## config.mk

```make
export PLATFORM = sky130hd
export DESIGN_NAME = score_keeper
export DESIGN_NICKNAME = d
export VERILOG_FILES = /design/src/rtl/score_keeper.sv
export SDC_FILE = /design/constraint.sdc
export NUM_CORES = 1
export LEC_CHECK = 0
export ABC_AREA = 1
export BUFFER_PORTS_ARGS = -buffer_cell sky130_fd_sc_hd__buf_4
export CAP_MARGIN = 25
export CORE_ASPECT_RATIO = 1.1
export CORE_MARGIN = 4
export CORE_UTILIZATION = 57
export DETAILED_ROUTE_END_ITERATION = 10
export PLACE_DENSITY = 0.84
export SLEW_MARGIN = 5
export SYNTH_ARGS = -nofsm -noshare
export SYNTH_HDL_FRONTEND = slang
export SYNTH_SLANG_ARGS = --single-unit
```

## constraint.sdc

```tcl
create_clock -name i_Clk -period 2.34 [get_ports i_Clk]
set_input_delay 0.117 -clock i_Clk [delete_from_list [all_inputs] [get_ports i_Clk]]
set_output_delay 0.117 -clock i_Clk [all_outputs]
set_load 0.05 [all_outputs]
```

## src/rtl/score_keeper.sv

```systemverilog
// -----------------------------------------------------------------------------
// score_keeper
//   Pong scoreboard sitting between the ball/paddle logic and the VGA video mux.
//   It tracks the raster position from the sync pulses, detects the ball
//   leaving the playfield at the left (column 0) or right (p_LAST_COL) edge,
//   keeps two 0-9 scores, sequences serve-hold / play / game-over, and draws
//   both scores as 3x5 block digits.
//
// Optional feature macro: SCORE_FLASH_EN
//   Defined   : in the game-over state the winning digit blinks (16 frames
//               blank, 16 frames shown) from a 5-bit frame counter.
//   Undefined : both digits are drawn steadily in every state.
//
// Ports
//   i_Clk         pixel clock
//   i_Reset       asynchronous, active-high reset
//   i_HReset      1-cycle pulse at the start of every line
//   i_VReset      1-cycle pulse at the start of every frame
//   i_HBall       ball horizontal video
//   i_VBall       ball vertical video
//   i_Restart     level, restarts the game from game-over at a frame start
//   o_Video       score digit video (registered, ORed into the VGA video)
//   o_Serve_Hold  high while the ball must be frozen / recentred
//   o_Game_Over   high in the game-over state
//   o_Score_L     left player score
//   o_Score_R     right player score
// -----------------------------------------------------------------------------
module score_keeper #(
  parameter int p_SCALE       = 8,
  parameter int p_LEFT_X      = 256,
  parameter int p_RIGHT_X     = 360,
  parameter int p_TOP_Y       = 16,
  parameter int p_LAST_COL    = 639,
  parameter int p_HOLD_FRAMES = 60,
  parameter int p_WIN_SCORE   = 9
) (
  input  logic       i_Clk,
  input  logic       i_Reset,
  input  logic       i_HReset,
  input  logic       i_VReset,
  input  logic       i_HBall,
  input  logic       i_VBall,
  input  logic       i_Restart,
  output logic       o_Video,
  output logic       o_Serve_Hold,
  output logic       o_Game_Over,
  output logic [3:0] o_Score_L,
  output logic [3:0] o_Score_R
);

  // p_SCALE is a power of two, so font cell coordinates are a plain shift.
  localparam int         SHIFT    = $clog2(p_SCALE);
  localparam logic [9:0] CNT_MAX  = 10'h3FF;
  localparam logic [9:0] LAST_COL = 10'(p_LAST_COL);
  localparam logic [7:0] HOLD_LD  = 8'(p_HOLD_FRAMES);
  localparam logic [3:0] WIN      = 4'(p_WIN_SCORE);

  typedef enum logic [1:0] {
    S_HOLD = 2'd0,
    S_PLAY = 2'd1,
    S_OVER = 2'd2
  } state_t;

  state_t     state_q, state_d;
  logic [9:0] col_q, col_d;
  logic [9:0] line_q, line_d;
  logic [3:0] score_l_q, score_l_d;
  logic [3:0] score_r_q, score_r_d;
  logic [7:0] hold_q, hold_d;
  logic       miss_l_q, miss_l_d;
  logic       miss_r_q, miss_r_d;
  logic       video_q, video_d;
  logic       serve_hold_q, serve_hold_d;
  logic       game_over_q, game_over_d;
  logic       ball_px;
  logic       flash_off;
  logic       blank_l, blank_r;
  logic       hit_l, hit_r;

  // 3x5 glyphs, top row first, leftmost pixel is the MSB of each row.
  // Codes 10-15 are never produced by the scorer and draw nothing.
  function automatic logic [14:0] glyph(input logic [3:0] digit);
    logic [14:0] g;
    case (digit)
      4'd0:    g = 15'b111_101_101_101_111;
      4'd1:    g = 15'b010_110_010_010_111;
      4'd2:    g = 15'b111_001_111_100_111;
      4'd3:    g = 15'b111_001_001_001_111;
      4'd4:    g = 15'b101_101_111_001_001;
      4'd5:    g = 15'b111_100_111_001_111;
      4'd6:    g = 15'b111_100_111_101_111;
      4'd7:    g = 15'b111_001_001_001_001;
      4'd8:    g = 15'b111_101_111_101_111;
      4'd9:    g = 15'b111_101_111_001_111;
      default: g = 15'b000_000_000_000_000;
    endcase
    return g;
  endfunction

  // One digit's pixel at raster position (col, line) for a digit whose
  // first column is x0.
  function automatic logic digit_px(input logic [9:0] col,
                                    input logic [9:0] line,
                                    input int         x0,
                                    input logic [3:0] digit);
    int          dx;
    int          dy;
    int          cx;
    int          cy;
    logic [14:0] g;
    logic        px;
    dx = int'(col) - x0;
    dy = int'(line) - p_TOP_Y;
    px = 1'b0;
    if (dx >= 0 && dx < 3 * p_SCALE && dy >= 0 && dy < 5 * p_SCALE) begin
      cx = dx >> SHIFT;
      cy = dy >> SHIFT;
      g  = glyph(digit);
      px = g[4'(14 - (cy * 3 + cx))];
    end
    return px;
  endfunction

  assign ball_px = i_HBall & i_VBall;

  // Raster counters: saturate instead of wrapping so a missing sync pulse
  // cannot alias a far-right pixel onto column 0.
  always_comb begin
    col_d  = col_q;
    line_d = line_q;
    if (i_HReset) begin
      col_d = '0;
    end else if (col_q != CNT_MAX) begin
      col_d = col_q + 10'd1;
    end
    if (i_VReset) begin
      line_d = '0;
    end else if (i_HReset && line_q != CNT_MAX) begin
      line_d = line_q + 10'd1;
    end
  end

  // Game FSM: every decision happens on the frame-start pulse; between frame
  // starts only the miss flags accumulate.
  always_comb begin
    state_d   = state_q;
    score_l_d = score_l_q;
    score_r_d = score_r_q;
    hold_d    = hold_q;
    miss_l_d  = miss_l_q;
    miss_r_d  = miss_r_q;

    if (i_VReset) begin
      miss_l_d = 1'b0;
      miss_r_d = 1'b0;
      case (state_q)
        S_PLAY: begin
          // Left miss takes priority; at most one point per frame.
          if (miss_l_q) begin
            score_r_d = score_r_q + 4'd1;
            if (score_r_d == WIN) begin
              state_d = S_OVER;
            end else begin
              state_d = S_HOLD;
              hold_d  = HOLD_LD;
            end
          end else if (miss_r_q) begin
            score_l_d = score_l_q + 4'd1;
            if (score_l_d == WIN) begin
              state_d = S_OVER;
            end else begin
              state_d = S_HOLD;
              hold_d  = HOLD_LD;
            end
          end
        end
        S_HOLD: begin
          // A zero count only occurs straight out of reset: the first frame
          // start arms the full serve delay.
          if (hold_q == 8'd1) begin
            state_d = S_PLAY;
            hold_d  = 8'd0;
          end else if (hold_q == 8'd0) begin
            hold_d = HOLD_LD;
          end else begin
            hold_d = hold_q - 8'd1;
          end
        end
        S_OVER: begin
          if (i_Restart) begin
            score_l_d = 4'd0;
            score_r_d = 4'd0;
            state_d   = S_HOLD;
            hold_d    = HOLD_LD;
          end
        end
        default: begin
          state_d = S_HOLD;
          hold_d  = HOLD_LD;
        end
      endcase
    end else if (state_q == S_PLAY && ball_px) begin
      if (col_q == 10'd0) begin
        miss_l_d = 1'b1;
      end
      if (col_q == LAST_COL) begin
        miss_r_d = 1'b1;
      end
    end

    // Status outputs are registered from the next state so they change on
    // the same edge as the scores.
    serve_hold_d = (state_d != S_PLAY);
    game_over_d  = (state_d == S_OVER);
  end

`ifdef SCORE_FLASH_EN
  logic [4:0] frame_q, frame_d;

  always_comb begin
    frame_d = frame_q;
    if (i_VReset) begin
      frame_d = frame_q + 5'd1;
    end
  end

  always_ff @(posedge i_Clk or posedge i_Reset) begin
    if (i_Reset) begin
      frame_q <= '0;
    end else begin
      frame_q <= frame_d;
    end
  end

  assign flash_off = frame_q[4];
`else
  assign flash_off = 1'b0;
`endif

  // Only the digit that reached the winning score blinks; the loser stays lit.
  assign blank_l = (state_q == S_OVER) && (score_l_q == WIN) && flash_off;
  assign blank_r = (state_q == S_OVER) && (score_r_q == WIN) && flash_off;

  always_comb begin
    hit_l   = digit_px(col_q, line_q, p_LEFT_X, score_l_q) & ~blank_l;
    hit_r   = digit_px(col_q, line_q, p_RIGHT_X, score_r_q) & ~blank_r;
    video_d = hit_l | hit_r;
  end

  always_ff @(posedge i_Clk or posedge i_Reset) begin
    if (i_Reset) begin
      state_q      <= S_HOLD;
      col_q        <= '0;
      line_q       <= '0;
      score_l_q    <= '0;
      score_r_q    <= '0;
      hold_q       <= '0;
      miss_l_q     <= 1'b0;
      miss_r_q     <= 1'b0;
      video_q      <= 1'b0;
      serve_hold_q <= 1'b1;
      game_over_q  <= 1'b0;
    end else begin
      state_q      <= state_d;
      col_q        <= col_d;
      line_q       <= line_d;
      score_l_q    <= score_l_d;
      score_r_q    <= score_r_d;
      hold_q       <= hold_d;
      miss_l_q     <= miss_l_d;
      miss_r_q     <= miss_r_d;
      video_q      <= video_d;
      serve_hold_q <= serve_hold_d;
      game_over_q  <= game_over_d;
    end
  end

  assign o_Video      = video_q;
  assign o_Serve_Hold = serve_hold_q;
  assign o_Game_Over  = game_over_q;
  assign o_Score_L    = score_l_q;
  assign o_Score_R    = score_r_q;

endmodule

```

---- Word-level counts from Yosys, hierarchy flattened ----
Memory sizes are Yosys's and may differ from the RTL's.
Cells that the tools add are included.
word-level totals
  bits in read-only memories .............. 480
  input port bits ......................... 7
  output and inout bits ................... 11
  register bits after elaboration ......... 43
  memories ................................ 2
memories
  name              words  bits a word  rd ports  clocked after Yosys merged registers in  write ports  RTL line  text
  (name not given)  16     15           1         0                                        0            84        case (digit)
  (name not given)  16     15           1         0                                        0            84
operators by class
  $lt $le $gt $ge ......................... 8
  equality and inequality tests ........... 17
  $add $sub $neg .......................... 12
  multiply operators ...................... 1
  mux-type cells .......................... 42
  reductions and logical operators ........ 22
  bitwise logic cells ..................... 2
operators with widths
  operator               number
  $mux 8                 7
  $mux 10                4
  $ge 11x1->1 const B    3
  $mux 15                2
  $mul 29x2->4 const B   1
  $pmux 8 s3             1
  $lt 11x6->1 const B    2
  $sub 10x9->11 const B  2
  $add 10x1->10 const B  2
  $ne 10x10->1 const B   2
  $mux 4                 4
  $pmux 4 s2             2
  $mux 2                 7
  $lt 4x6->1 const B     2
  $mux 1                 12
  $reduce_bool 2->1      6
  $lt 11x7->1 const B    1
  $sub 10x5->11 const B  1
  $eq 10x10->1 const B   1
  $logic_not 10->1       1
  $reduce_and 5->1       2
  $ne 3x3->1 const B     3
  $add 4x1->4 const B    2
  $add 4x4->4            2
  other kinds (17)       32

---- Longest topological paths before layout ----
Gate-level depths: netlist of the first run.
  depth in word-level cells ............... 11
  mapped depth ............................ 15

---- Least setup slack after synthesis of the first run ----
Ideal clock, no wire load.
  kind .................................... register -> register
  start ................................... register line_q[4]
  end ..................................... register video_q (netlist: o_Video)
  cell stages (with the launch flop) ...... 16
  data required time ...................... 2.223 ns
  slack ................................... 0.050 ns
  path buffers ............................ 0
  arrival ................................. 2.172 ns
  cell sequence ........................... dfrtp_1 > inv_1 > ha_1 > xnor2_1 > xor2_1 > ha_1 > nand2_1 > nand2_1 > nor2_1 > nand3_1 > nand2_1 > nand2_1 > nand2_1 > nand2_1 > nand3_1 > nand2_1
on the way
  longest elaborated chain between the ends .. 9
  elaborated cells on any way between the ends .. 21
  classes of those cells .................. add/sub: 5; mul: 1; order compare: 2; mux: 8; bitwise: 1; reduce/logical: 4
RTL lines
  what                                       RTL line  text
  start: declaration                         66        logic [9:0] line_q, line_d;
  start signal: assignment                   266       line_q <= line_d;
  $sub 10x5->11 *                            113       dy = int'(line) - p_TOP_Y;
  $mul 29x2->4                               119       px = g[4'(14 - (cy * 3 + cx))];
  $add 4x4->4                                119
  $sub 2x4->4                                119
  $bmux 1 s4                                 119
  $mux 1 (implied by the code) (2 in a row)  119
  $mux 1                                     115       if (dx >= 0 && dx < 3 * p_SCALE && dy >= 0 && dy < 5 * p_SCALE) begin
  $or 1x1->1 *                               247       video_d = hit_l | hit_r;
  named net video_d                          72        logic video_q, video_d;
  end signal: assignment                     272       video_q <= video_d;
  end: declaration                           72
Mark *: on every way through the listed nets, which the timed path passes. The rest lies on a longest branch. The select of a mux whose other input is x is not followed.
A chain may end at the register's enable or synchronous reset.

---- Worst setup path in the final report of the first run ----
Same ends and word-level chain as after synthesis.

==> results of run 1 <==
## worst max path at each step
stage,start,end
after floorplan,line_q[4],o_Video
after global placement,line_q[4],o_Video
after detailed placement,line_q[4],o_Video
after CTS,line_q[5],o_Video
after global routing,line_q[4],o_Video
final,line_q[4],o_Video
## where the power goes
group | internal, W | total [W] | leakage [nW] | switching [W]
combinational | 0.000253 | 0.000719 | 1.52 | 0.000466
sequential | 0.000822 | 0.000910 | 0.574 | 0.0000881
clock | 0.000318 | 0.000600 | 0.0581 | 0.000281
total | 0.00139 | 0.00223 | 2.15 | 0.000836
## registers in the layout, summed over array words and instances, names as in the netlist
register,cells
o_Score_R,4
o_Video,1
col_q,10
o_Game_Over,1
o_Score_L,4
miss_r_q,1
hold_q,8
line_q,10
state_q,2
miss_l_q,1
o_Serve_Hold,1
## stage by stage
stage	hold slack, ps	worst slack, ps	cells
after floorplan	180.1	50.28	535
after global placement	229.4	64.27	634
after detailed placement	238.9	-72.73	634
after CTS	31.20	3.545	644
after global routing	41.49	-75.88	649
final	37.69	68.67	649
## synthesized netlist by cell type, drive strengths merged, types with 3 or more instances
cell and n:
a21oi 11, buf 6, clkinv 3, dfrtp 42, ha 39, inv 77
nand2 130, nand3 74, nand4 15, nor2 57, nor3 11, o21ai 38
o22ai 3, xnor2 3, xor2 13
## worst max-delay path, delay by kind of cell (launching register included)
| kind | cells | cell delay [ps] |
|---|---|---|
| simple gates | 8 | 600 |
| buf+inv | 2 | 210 |
| fa+ha+maj | 2 | 500 |
| flops | 1 | 410 |
| xor+xnor | 2 | 430 |
## logic make-up after synthesis
logic type / synth area share, %
AOI/OAI and AO/OA: 8.706
xor gates and xnor gates: 3.736
adders and majority gates: 14.08
buffers and inverters: 9.273
DFF: 28.72
and+or+nand+nor: 35.49
## layout make-up
cell class | instances | area [um2]
clock inverter | 3 | 43.79
fill | 512 | 1937
timing repair buffer | 33 | 254.0
inverter | 80 | 307.8
clock buffer | 5 | 68.82
multi-input combinational | 405 | 2480
tap | 80 | 100.1
sequential | 43 | 1077
## layout by cell type, fill, tap and decap left out, types with 11 or more instances in the layout
cell type	n
nand2_1	117
inv_2	11
ha_1	34
a21oi_1	11
dfrtp_1	42
buf_4	31
nand3_1	72
o21ai_0	34
inv_1	63
nor2_1	48
nand4_1	14
## routing by layer
layer,share of wire (%),track usage [%],routed length [um]
met4,0.87,5.145,78
met2,52,40.03,4689
met5,0,0,0
met3,3.7,3.260,329
met1,43,27.40,3838
## what timing repair did
action | CTS | global route
hold endpoints to repair | 22 | 0
pin swaps | 7 | 13
resized for setup | 4 | 26
setup endpoints to repair | 1 | 1
setup buffers | 1 | 5
hold buffers | 1 | 0
==> Flow_metrics.wiki, run 1 <==
{| class="wikitable"
! Metric !! Value
|-
| Outcome || finished, final reports clean
|-
| Antenna violations before repair || 0
|-
| Biggest cell delay along the critical path || 410 ps
|-
| Share of post-route cells with drive strength above 1 || 16.52%
|-
| Cell variety after synth || 39
|-
| Clock Skew || approximately 12 ps
|-
| Hold path startpoint || i_HReset
|-
| Number of design-rule violations left by the first detailed-router iteration || 207
|-
| Hold path endpoint || col_q[2]
|-
| Final Total Pwr || 0.002229 W
|-
| # rows || 30
|-
| Most frequent cell on the critical path || nand2_1
|-
| Area Growth Syn to Fin || 15.48%
|-
| Floorplan die width || about 85 um
|-
| Gr ovfl total || 0
|-
| Number of enable-type register cells in the synthesized netlist || 0
|-
| Vias in the first global route || about 3.3k
|-
| Setup violation total in the final timing report || 0
|-
| # DRC || 0
|-
| Clock net sink count || 43
|-
| Number of synthesized register bits || 43
|-
| Setup slack of the worst register-to-register path || around 69 ps
|-
| MaxCap Viol Count || 0
|-
| Number of buffers added on ports || 17
|-
| Vias || between 3k and 4k
|-
| Core Region || 6269 um2
|-
| Count of synthesis-stage warnings from yosys || 0
|-
| Most used flip-flop cell after synthesis || dfrtp_1
|-
| Post-synthesis async set-or-reset flop share || between 90% and 100%
|-
| Cell area power density || around 510 nW/um2
|-
| Share of the core filled with cells || about 69%
|-
| Root cell of the clock tree || clkbuf_8
|-
| Placer Congestion || approximately 0.90
|-
| Average wire per cell in the routed design || about 14 um
|-
| Total global-route track usage || between 20 and 25%
|-
| Worst hold-check path type || in2reg
|-
| Routed Antenna Nets || 0
|-
| Required time of the worst setup path || around 2500 ps
|-
| Unrepaired setup endpoints after global routing || true
|-
| Total nets after synthesis || 583
|-
| Final routed wirelength across all metal layers || approximately 9000 um
|-
| Die Span Y || roughly 93 um
|-
| Nets || 616
|-
| Launch instance of the worst register-to-register path || line_q[4]
|-
| Peak supply drop || between 0.4 and 0.5 mV
|-
| Count of endpoints failing hold in the final timing report || 0
|-
| Number of CTS-inserted buffers || 5
|-
| Detailed placement HPWL || between 6000 and 7000 um
|-
| Maximum number of pins on one net before global-route repair || 25
|-
| Standard cell area after detailed placement || 4006 um2
|-
| Register area share after synthesis || approximately 29%
|-
| Critical-path cell list || inv_2, ha_4, xnor2_4, xor2_4, ha_4, nand2_4, nand2_4, nor2_4, buf_4, nand3_1, nand2_1, nand2_1, nand3_1, nand2_1
|-
| CTS H-Tree Depth || 2
|-
| Share of Yosys cell area claimed by the top area cell type || around 28%
|-
| Clock latency at the later pin of the worst-skew pair || roughly 300 ps
|-
| Die Footprint || between 7000 and 8000 um2
|-
| Initial Util || 59.84%
|-
| Worst R2R Path Depth || 14
|-
| Critical-path maximum fanout || 4
|-
| Detailed-routing iteration count for the pre-antenna-repair pass || 5
|-
| End of the worst register-to-register path || o_Video
|-
| I/O pin count || 18
|-
| Tcrit/Tclk final || slightly below 100%
|-
| Tightest Pin Transition || roughly 840 ps
|-
| Top cells by area, synth || dfrtp_1 28%, ha_1 13%, nand2_1 12%, nand3_1 9.7%, inv_1 6.7%
|-
| Maximum clock path buffer count || 2
|-
| Clk pin slew, worst setup/hold paths || around 90 ps
|-
| Count of inserted antenna diode cells || 0
|-
| Static power due to leakage || between 2 and 2.5 nW
|-
| Standard cell with the maximum stage delay on the critical path || dfrtp_1
|-
| Post-synth design cell area || between 3000 and 4000 um2
|-
| Wire length of the first global-routing pass || roughly 15000 um
|-
| Final period demand of the worst path || approximately 2300 ps
|-
| Via/cell ratio || about 5.4
|-
| CP arrival || 2470 ps
|-
| TritonCTS clock tree || done
|-
| Post-synthesis cell count || ~540
|-
| Count of cells along the worst hold path || 2
|-
| Achievable frequency || between 400 and 500 MHz
|-
| Type of the worst setup path || reg2reg
|-
| Post-Layout Inst Area || ~4300 um2
|-
| Launching element type of the critical path || flop
|-
| Final-layout setup total negative slack || 0 ps
|-
| Slew headroom || a little over two fifths
|-
| Cell type with the largest total area after synthesis || dfrtp_1
|-
| Max-slew violations || 0
|-
| Crit. End Element || flop
|-
| Average instance area after synthesis || roughly 7 um2
|}
No activity file was read; power rests on OpenSTA's default activity.
==> run 2, diff against run 1 <==
--- a/config.mk
+++ b/config.mk
@@ -5,14 +5,13 @@
 export SDC_FILE = /design/constraint.sdc
 export NUM_CORES = 1
 export LEC_CHECK = 0
-export ABC_AREA = 1
 export BUFFER_PORTS_ARGS = -buffer_cell sky130_fd_sc_hd__buf_4
 export CAP_MARGIN = 25
 export CORE_ASPECT_RATIO = 1.1
 export CORE_MARGIN = 4
-export CORE_UTILIZATION = 57
+export CORE_UTILIZATION = 56
 export DETAILED_ROUTE_END_ITERATION = 10
-export PLACE_DENSITY = 0.84
+export PLACE_DENSITY = 0.83
 export SLEW_MARGIN = 5
 export SYNTH_ARGS = -nofsm -noshare
 export SYNTH_HDL_FRONTEND = slang
==> run 2 against run 1 <==
- the flow now finishes with violations (setup timing)
- clock skew up 6.9 ps
- hold slack better by 32 ps
- setup slack worse by 190 ps
- routed wire length fell by 5.8%
- critical path type unchanged
- largest power group unchanged
==> Flow_metrics.wiki, run 2 <==
{| class="wikitable"
! Metric !! Value
|-
| Floorplan die width || 83.20 um (-2.5%)
|-
| Clk pin slew, worst setup/hold paths || 80 ps (about the same)
|-
| Biggest cell delay along the critical path || 500 ps (+90 ps)
|-
| Vias in the first global route || 2991 (-8.5%)
|-
| Worst hold-check path type || in2reg
|-
| Root cell of the clock tree || clkbuf_8
|-
| Antenna violations before repair || 0 (unchanged)
|-
| I/O pin count || 18 (unchanged)
|-
| Die Footprint || 7548 um2 (-5.0%)
|-
| # DRC || 0 (unchanged)
|-
| Crit. End Element || flop
|-
| Clock latency at the later pin of the worst-skew pair || 300 ps (about the same)
|-
| Top cells by area, synth || dfrtp_1 30%, ha_1 14%, xnor2_1 5.0%, nor2_1 3.9%, inv_1 3.7%
|-
| Total global-route track usage || 22.65% (+0.58 points)
|-
| Top library cells by usage in the layout, fill and taps aside || 52 x buf_4, 39 x dfrtp_1, 36 x nor2_1
|-
| Portion of total power attributed to combinational logic || 25.6% (-6.7 points)
|-
| Detailed-routing iteration count for the pre-antenna-repair pass || 5 (unchanged)
|-
| Unrepaired setup endpoints after global routing || true
|-
| Wire length of the first global-routing pass || 14160 um (-2.5%)
|-
| Count of inserted antenna diode cells || 0 (unchanged)
|-
| Post-synthesis async set-or-reset flop share || 100.0% (unchanged)
|-
| Detailed placement HPWL || 5801 um (-11%)
|-
| Most used flip-flop cell after synthesis || dfrtp_1
|-
| Core Region || 5914 um2 (-5.6%)
|-
| Launching element type of the critical path || flop
|-
| Achievable frequency || 406.4 MHz (-7.7%)
|-
| Number of synthesized register bits || 43 (unchanged)
|-
| Share of Yosys cell area claimed by the top area cell type || 30.17% (+2.2 points)
|-
| Average instance area after synthesis || 8.752 um2 (+25%)
|-
| Total nets after synthesis || 446 (-23%)
|-
| Nets || 489 (-21%)
|-
| Slew headroom || 55.02% (+12 points)
|-
| Static power due to leakage || 1.826 nW (-15%)
|-
| Clock Skew || 18.45 ps (+6.892 ps)
|-
| Number of buffers added on ports || 17 (unchanged)
|-
| Via/cell ratio || 6.060 (+12%)
|-
| Most common cell after layout, fill and taps aside || buf_4
|-
| Standard cell with the maximum stage delay on the critical path || fa_2
|-
| Most frequent cell on the critical path || buf_4
|-
| Vias || 3145 (-11%)
|-
| Initial Util || 58.90% (-0.94 points)
|-
| Gr ovfl total || 0 (unchanged)
|-
| Top-count cell post-synth || dfrtp_1
|-
| Number of design-rule violations left by the first detailed-router iteration || 316 (+53%)
|-
| Register area share after synthesis || 30.93% (+2.2 points)
|-
| Die Span Y || 90.72 um (-2.5%)
|-
| Count of synthesis-stage warnings from yosys || 0 (unchanged)
|-
| Outcome || finished, violations left
|-
| Registers with the most flip-flops || col_q: 10 flops, line_q: 10 flops, hold_q: 8 flops
|-
| Slack of the critical path || -120.4 ps (-189.1 ps)
|-
| CTS H-Tree Depth || 2 (unchanged)
|-
| Cell area power density || 449.7 nW/um2 (-13%)
|-
| Setup violation total in the final timing report || 1 (+1)
|-
| Routed Antenna Nets || 0 (unchanged)
|-
| Final routed wirelength across all metal layers || 8413 um (-5.8%)
|-
| Number of enable-type register cells in the synthesized netlist || 0 (unchanged)
|-
| Flop pwr share || 47.9% (+7.1 points)
|-
| Critical-path maximum fanout || 6 (+2)
|-
| Maximum number of pins on one net before global-route repair || 28 (+12%)
|-
| Switching power total || 0.0006233 W (-25%)
|-
| CP Buf/Inv Count || 3 (+1)
|-
| Peak supply drop || 0.4780 mV (+12%)
|-
| Count of endpoints failing hold in the final timing report || 0 (unchanged)
|-
| Number of CTS-inserted buffers || 5 (unchanged)
|-
| Critical-path cell list || buf_4, ha_4, fa_2, buf_4, buf_4, o31ai_1, o41ai_1, a21oi_1, mux2i_1, a31o_2
|-
| Worst Hold Margin || 69.97 ps (+32.28 ps)
|-
| Share of post-route cells with drive strength above 1 || 21.95% (+5.4 points)
|-
| Cell variety after synth || 62 (+59%)
|-
| Clock network fraction of design power || 26.5% (-0.4 points)
|-
| Share of the core filled with cells || 70.09% (+0.98 points)
|-
| CP arrival || 2660 ps (+190 ps)
|-
| Post-synth design cell area || 3483 um2 (-7.1%)
|-
| Tcrit/Tclk final || 105.1% (+8.1 points)
|-
| Top cell types by occurrence after synthesis || 42 x dfrtp_1, 39 x ha_1, 36 x nor2_1
|-
| Post-synthesis cell count || 398 (-26%)
|-
| Required time of the worst setup path || 2540 ps (about the same)
|-
| Cell type with the largest total area after synthesis || dfrtp_1
|-
| Area Growth Syn to Fin || 19.00%
|-
| MaxCap Viol Count || 0 (unchanged)
|-
| Type of the worst setup path || reg2reg
|-
| Tightest Pin Transition || 657.7 ps (-184.4 ps)
|-
| Violated checks || setup timing
|-
| Placer Congestion || 0.8820 (-1.8%)
|-
| Dominant delay contributor by cell family on the critical path || adder cells
|-
| Final period demand of the worst path || 2460 ps (+189.1 ps)
|-
| Clock net sink count || 43 (unchanged)
|-
| Minimum setup slack after placement || -177.9 ps (-105.1 ps)
|-
| Fillers || 432 (-16%)
|-
| Internal || 0.001241 W (-11%)
|-
| Average wire per cell in the routed design || 16.21 um (+18%)
|-
| TritonCTS clock tree || done
|-
| Max-slew violations || 0 (unchanged)
|-
| # rows || 29 (-3.3%)
|-
| Maximum clock path buffer count || 2 (unchanged)
|-
| Switch share || 33.43% (-4.1 points)
|}
-- run 2: metrics by stage --
| step | cells | TNS, ps | cell area (um2) | power, W |
|---|---|---|---|---|
| floorplan | 398 | -133.8 | 3508 | 0.001225 |
| global placement | 507 | -109.5 | 3894 | 0.001338 |
| detailed placement | 507 | -177.9 | 3894 | 0.001367 |
| CTS | 519 | -65.54 | 4143 | 0.001872 |
| global route | 519 | -202.4 | 4145 | 0.001963 |
| finish | 519 | -120.4 | 4145 | 0.001864 |
-- run 2: final timing paths --
check                          start      endpoint  slack (ps)  cells past startpoint
max                        line_q[4]       o_Video        -120                     10
min                         i_HReset      col_q[5]          70                      2
max reg2reg                line_q[4]       o_Video        -120                     10
min reg2reg                hold_q[7]     hold_q[7]         560                      1
max in group asynchronous    i_Reset  o_Serve_Hold        1210                      4
min in group asynchronous    i_Reset      col_q[9]         370                      3
-- run 2: worst register-to-register path, stage by stage, from the launching register on --
cell     delay [ps]
dfrtp_1         400
buf_4           170
ha_4            300
fa_2            500
buf_4           170
buf_4           140
o31ai_1          80
o41ai_1         160
a21oi_1         150
mux2i_1          90
a31o_2          200
-- run 2: layout make-up --
class	instances	area, um2	share of cell area, %
clock inverters	1	5.005	0.1207
inverters	36	137.6	3.320
repair buffers	53	400.4	9.659
flip-flops and latches	43	1081	26.08
multi-input cells	302	2338	56.41
clock buffers	7	86.33	2.083
well taps	77	96.34	2.324
-- run 2: routing by layer --
metal | GRT usage (%) | up-vias | wire, um
met2 | 40.51 | 111 | 4250
met5 | 0 | - | 0
met1 | 27.57 | 1512 | 3553
met3 | 3.558 | 25 | 405
met4 | 7.493 | 0 | 204
li1 | - | 1497 | -
-- run 2: kinds of logic (layout without fill, tap and decap cells) --
logic type	count (synthesis)	count (layout)	share of synthesized area (%)
compound gates	90	90	17.31
xor+xnor	32	32	8.657
fa+ha+maj	41	41	15.16
buf+inv	53	97	6.178
flops	43	43	30.93
mux	4	4	1.544
simple gates	135	135	20.22
-- run 2: power by group through the flow --
stage	clock [W]	combinational, W	sequential [W]
final	0.000494	0.000478	0.000893
after global routing	0.000538	0.000521	0.000904
after CTS	0.000509	0.000473	0.000889
after detailed placement	0	0.000464	0.000903
after global placement	0	0.000437	0.000901
after floorplan	0	0.000297	0.000928
-- run 2: timing repair --
action / 4_1_cts / 5_1_grt
resized for setup: 21 / 1
setup buffers: 3 / 0
hold buffers: 1 / 0
pin swaps: 11 / 2
endpoints found under the setup margin: 1 / 1
hold endpoints to repair: 16 / 0
==> run 3, diff against run 2 <==
--- a/config.mk
+++ b/config.mk
@@ -10,6 +10,7 @@
 export CORE_ASPECT_RATIO = 1.1
 export CORE_MARGIN = 4
 export CORE_UTILIZATION = 56
+export CTS_BUF_LIST = sky130_fd_sc_hd__clkbuf_4 sky130_fd_sc_hd__clkbuf_8 sky130_fd_sc_hd__clkbuf_16
 export DETAILED_ROUTE_END_ITERATION = 10
 export PLACE_DENSITY = 0.83
 export SLEW_MARGIN = 5
==> run 3 against run 2 <==
- routed wire length is 0.46% higher
- global-route usage increased by 0.058 points
- largest cell class unchanged
- critical path depth stayed put
- the run still ends with setup timing left
- sequential share of layout area hardly changed
==> Flow_metrics.wiki, run 3 (synthesized netlist as in run 2, its figures left out) <==
{| class="wikitable"
! Metric !! Value
|-
| Area Growth Syn to Fin || 19.11% (about the same)
|-
| Root cell of the clock tree || clkbuf_8
|-
| Total global-route track usage || 22.71% (+0.058 points)
|-
| Core Region || 5914 um2 (unchanged)
|-
| MaxCap Viol Count || 0 (unchanged)
|-
| Share of the core filled with cells || 70.15% (about the same)
|-
| Final routed wirelength across all metal layers || 8452 um (+0.46%)
|-
| Hold path startpoint || i_HReset
|-
| Standard cell with the maximum stage delay on the critical path || fa_2
|-
| Post-Layout Inst Area || 4149 um2 (about the same)
|-
| Top library cells by usage in the layout, fill and taps aside || 52 x buf_4, 39 x dfrtp_1, 36 x nor2_1
|-
| Outcome || finished, violations left
|-
| Wire length of the first global-routing pass || 14190 um (+0.20%)
|-
| # rows || 29 (unchanged)
|-
| Vias in the first global route || 2995 (+0.13%)
|-
| Detailed placement HPWL || 5801 um (unchanged)
|-
| TritonCTS clock tree || done
|-
| Critical-path cell list || buf_4, ha_4, fa_2, buf_4, buf_4, a21oi_1, o22ai_1, nand4_1, mux2i_1, a31o_2
|-
| CTS H-Tree Depth || 2 (unchanged)
|-
| Nets || 489 (unchanged)
|-
| Placer Congestion || 0.8820 (unchanged)
|-
| Internal || 0.001252 W (+0.92%)
|-
| Peak supply drop || 0.4822 mV (+0.89%)
|-
| Most common cell after layout, fill and taps aside || buf_4
|-
| CP Buf/Inv Count || 3 (unchanged)
|-
| # DRC || 0 (unchanged)
|-
| Required time of the worst setup path || 2540 ps (about the same)
|-
| Area of the multi-input gates || 2338 um2 (unchanged)
|-
| Area taken by flip-flops and latches || 1081 um2 (unchanged)
|-
| Worst hold-check path type || in2reg
|-
| Launching element type of the critical path || flop
|-
| Portion of total power attributed to combinational logic || 25.3% (-0.3 points)
|-
| Launch instance of the worst register-to-register path || line_q[4]
|-
| Share of post-route cells with drive strength above 1 || 22.17% (+0.23 points)
|-
| Average wire per cell in the routed design || 16.29 um (+0.46%)
|-
| Critical-path maximum fanout || 6 (unchanged)
|-
| Vias || 3161 (+0.51%)
|-
| Floorplan die width || 83.20 um (unchanged)
|-
| Via/cell ratio || 6.091 (+0.51%)
|-
| Flop pwr share || 47.5% (-0.4 points)
|-
| Most frequent cell on the critical path || buf_4
|-
| Achievable frequency || 407.1 MHz (+0.17%)
|-
| Registers with the most flip-flops || col_q: 10 flops, line_q: 10 flops, hold_q: 8 flops
|-
| Type of the worst setup path || reg2reg
|-
| Clock network fraction of design power || 27.1% (+0.6 points)
|-
| Tightest Pin Transition || 629.4 ps (-28.25 ps)
|-
| Violated checks || setup timing
|-
| Number of CTS-inserted buffers || 5 (unchanged)
|-
| Setup violation total in the final timing report || 1 (unchanged)
|-
| Switching power total || 0.0006254 W (+0.35%)
|-
| Final period demand of the worst path || 2456 ps (-4.118 ps)
|-
| Die Footprint || 7548 um2 (unchanged)
|-
| Switch share || 33.31% (-0.13 points)
|-
| Number of buffers added on ports || 17 (unchanged)
|-
| Routed Antenna Nets || 0 (unchanged)
|-
| Slew headroom || 56.95% (+1.9 points)
|-
| Clk pin slew, worst setup/hold paths || 90 ps (about the same)
|-
| Count of endpoints failing hold in the final timing report || 0 (unchanged)
|-
| Clock net sink count || 43 (unchanged)
|-
| Dominant delay contributor by cell family on the critical path || adder cells
|-
| Cell area power density || 452.6 nW/um2 (+0.64%)
|-
| Unrepaired setup endpoints after global routing || true
|-
| Standard cell area after detailed placement || 3894 um2 (unchanged)
|-
| Antenna violations before repair || 0 (unchanged)
|-
| Detailed-routing iteration count for the pre-antenna-repair pass || 5 (unchanged)
|-
| Crit path launch || line_q[4]
|-
| Max-slew violations || 0 (unchanged)
|-
| Number of design-rule violations left by the first detailed-router iteration || 336 (+6.3%)
|-
| Initial Util || 58.90% (unchanged)
|-
| Count of inserted antenna diode cells || 0 (unchanged)
|-
| Maximum number of pins on one net before global-route repair || 28 (unchanged)
|-
| Static power due to leakage || 1.829 nW (+0.19%)
|-
| Slack of the critical path || -116.3 ps (+4.118 ps)
|-
| Clock latency at the later pin of the worst-skew pair || 310 ps (about the same)
|-
| Clock Skew || 21.38 ps (+2.931 ps)
|-
| Maximum clock path buffer count || 2 (unchanged)
|-
| Fillers || 430 (-0.46%)
|-
| I/O pin count || 18 (unchanged)
|-
| Die Span Y || 90.72 um (unchanged)
|-
| Gr ovfl total || 0 (unchanged)
|-
| CP arrival || 2650 ps (about the same)
|-
| Crit. End Element || flop
|-
| Tcrit/Tclk final || 105.0% (-0.18 points)
|-
| Biggest cell delay along the critical path || 510 ps (about the same)
|}
## run 3: what timing repair did
action | in CTS | in global routing
pin swaps | 11 | 2
hold buffers | 1 | 0
buffers inserted | 3 | 0
endpoints found under the setup margin | 1 | 1
hold endpoints to repair | 16 | 0
resized for setup | 21 | 1
## run 3: routing by layer
metal	up-vias	part of all wire [%]	global-route usage [%]	wire length, um
li1	1492	-	-	-
met1	1507	42	27.57	3548
met2	133	50	40.71	4221
met3	29	5.6	3.558	472
met4	0	2.5	7.493	210
met5	-	0	0	0
## run 3: area by class of cell
type | instances | share of cell area (%)
Clock buffer | 7 | 2.171
Clock inverter | 1 | 0.1206
Inverter | 36 | 3.317
Multi-Input combinational cell | 302 | 56.36
Sequential cell | 43 | 26.06
Tap cell | 77 | 2.322
Timing Repair Buffer | 53 | 9.650
## run 3: per-stage QoR
stage | total power (W) | setup WS, ps | hold slack [ps] | instances | TNS, ps
floorplan | 0.001225 | -133.8 | 354.5 | 398 | -133.8
global placement | 0.001338 | -109.5 | 132.1 | 507 | -109.5
detailed placement | 0.001367 | -177.9 | 142.3 | 507 | -177.9
CTS | 0.001883 | -65.54 | 63.36 | 519 | -65.54
global route | 0.001975 | -202.4 | 73.27 | 519 | -202.4
finish | 0.001878 | -116.3 | 69.16 | 519 | -116.3
## run 3: final timing paths
kind                           endpoint  slack (ps)  cells past startpoint
min in group asynchronous      col_q[9]         370                      3
max in group asynchronous  o_Serve_Hold        1210                      4
hold reg to reg               hold_q[7]         560                      1
setup / recovery                o_Video        -120                     10
setup reg to reg                o_Video        -120                     10
hold / removal                 col_q[5]          70                      2
## run 3: power by group through the flow
| stage | clock, W | sequential (W) | combinational [W] |
|---|---|---|---|
| 2_1_floorplan | 0 | 0.000928 | 0.000297 |
| 3_3_place_gp | 0 | 0.000901 | 0.000437 |
| 3_5_place_dp | 0 | 0.000903 | 0.000464 |
| 4_1_cts | 0.000521 | 0.000889 | 0.000473 |
| 5_1_grt | 0.000549 | 0.000904 | 0.000522 |
| 6_report | 0.000509 | 0.000893 | 0.000476 |
## run 3: worst register-to-register path, delay by kind of cell (launching register included)
| family | cells | cell delay (ps) |
|---|---|---|
| buffers and inverters | 3 | 480 |
| adders and majority gates | 2 | 810 |
| DFF | 1 | 400 |
| and+or+nand+nor | 1 | 100 |
| AOI/OAI and AO/OA | 3 | 500 |
| muxes | 1 | 80 |
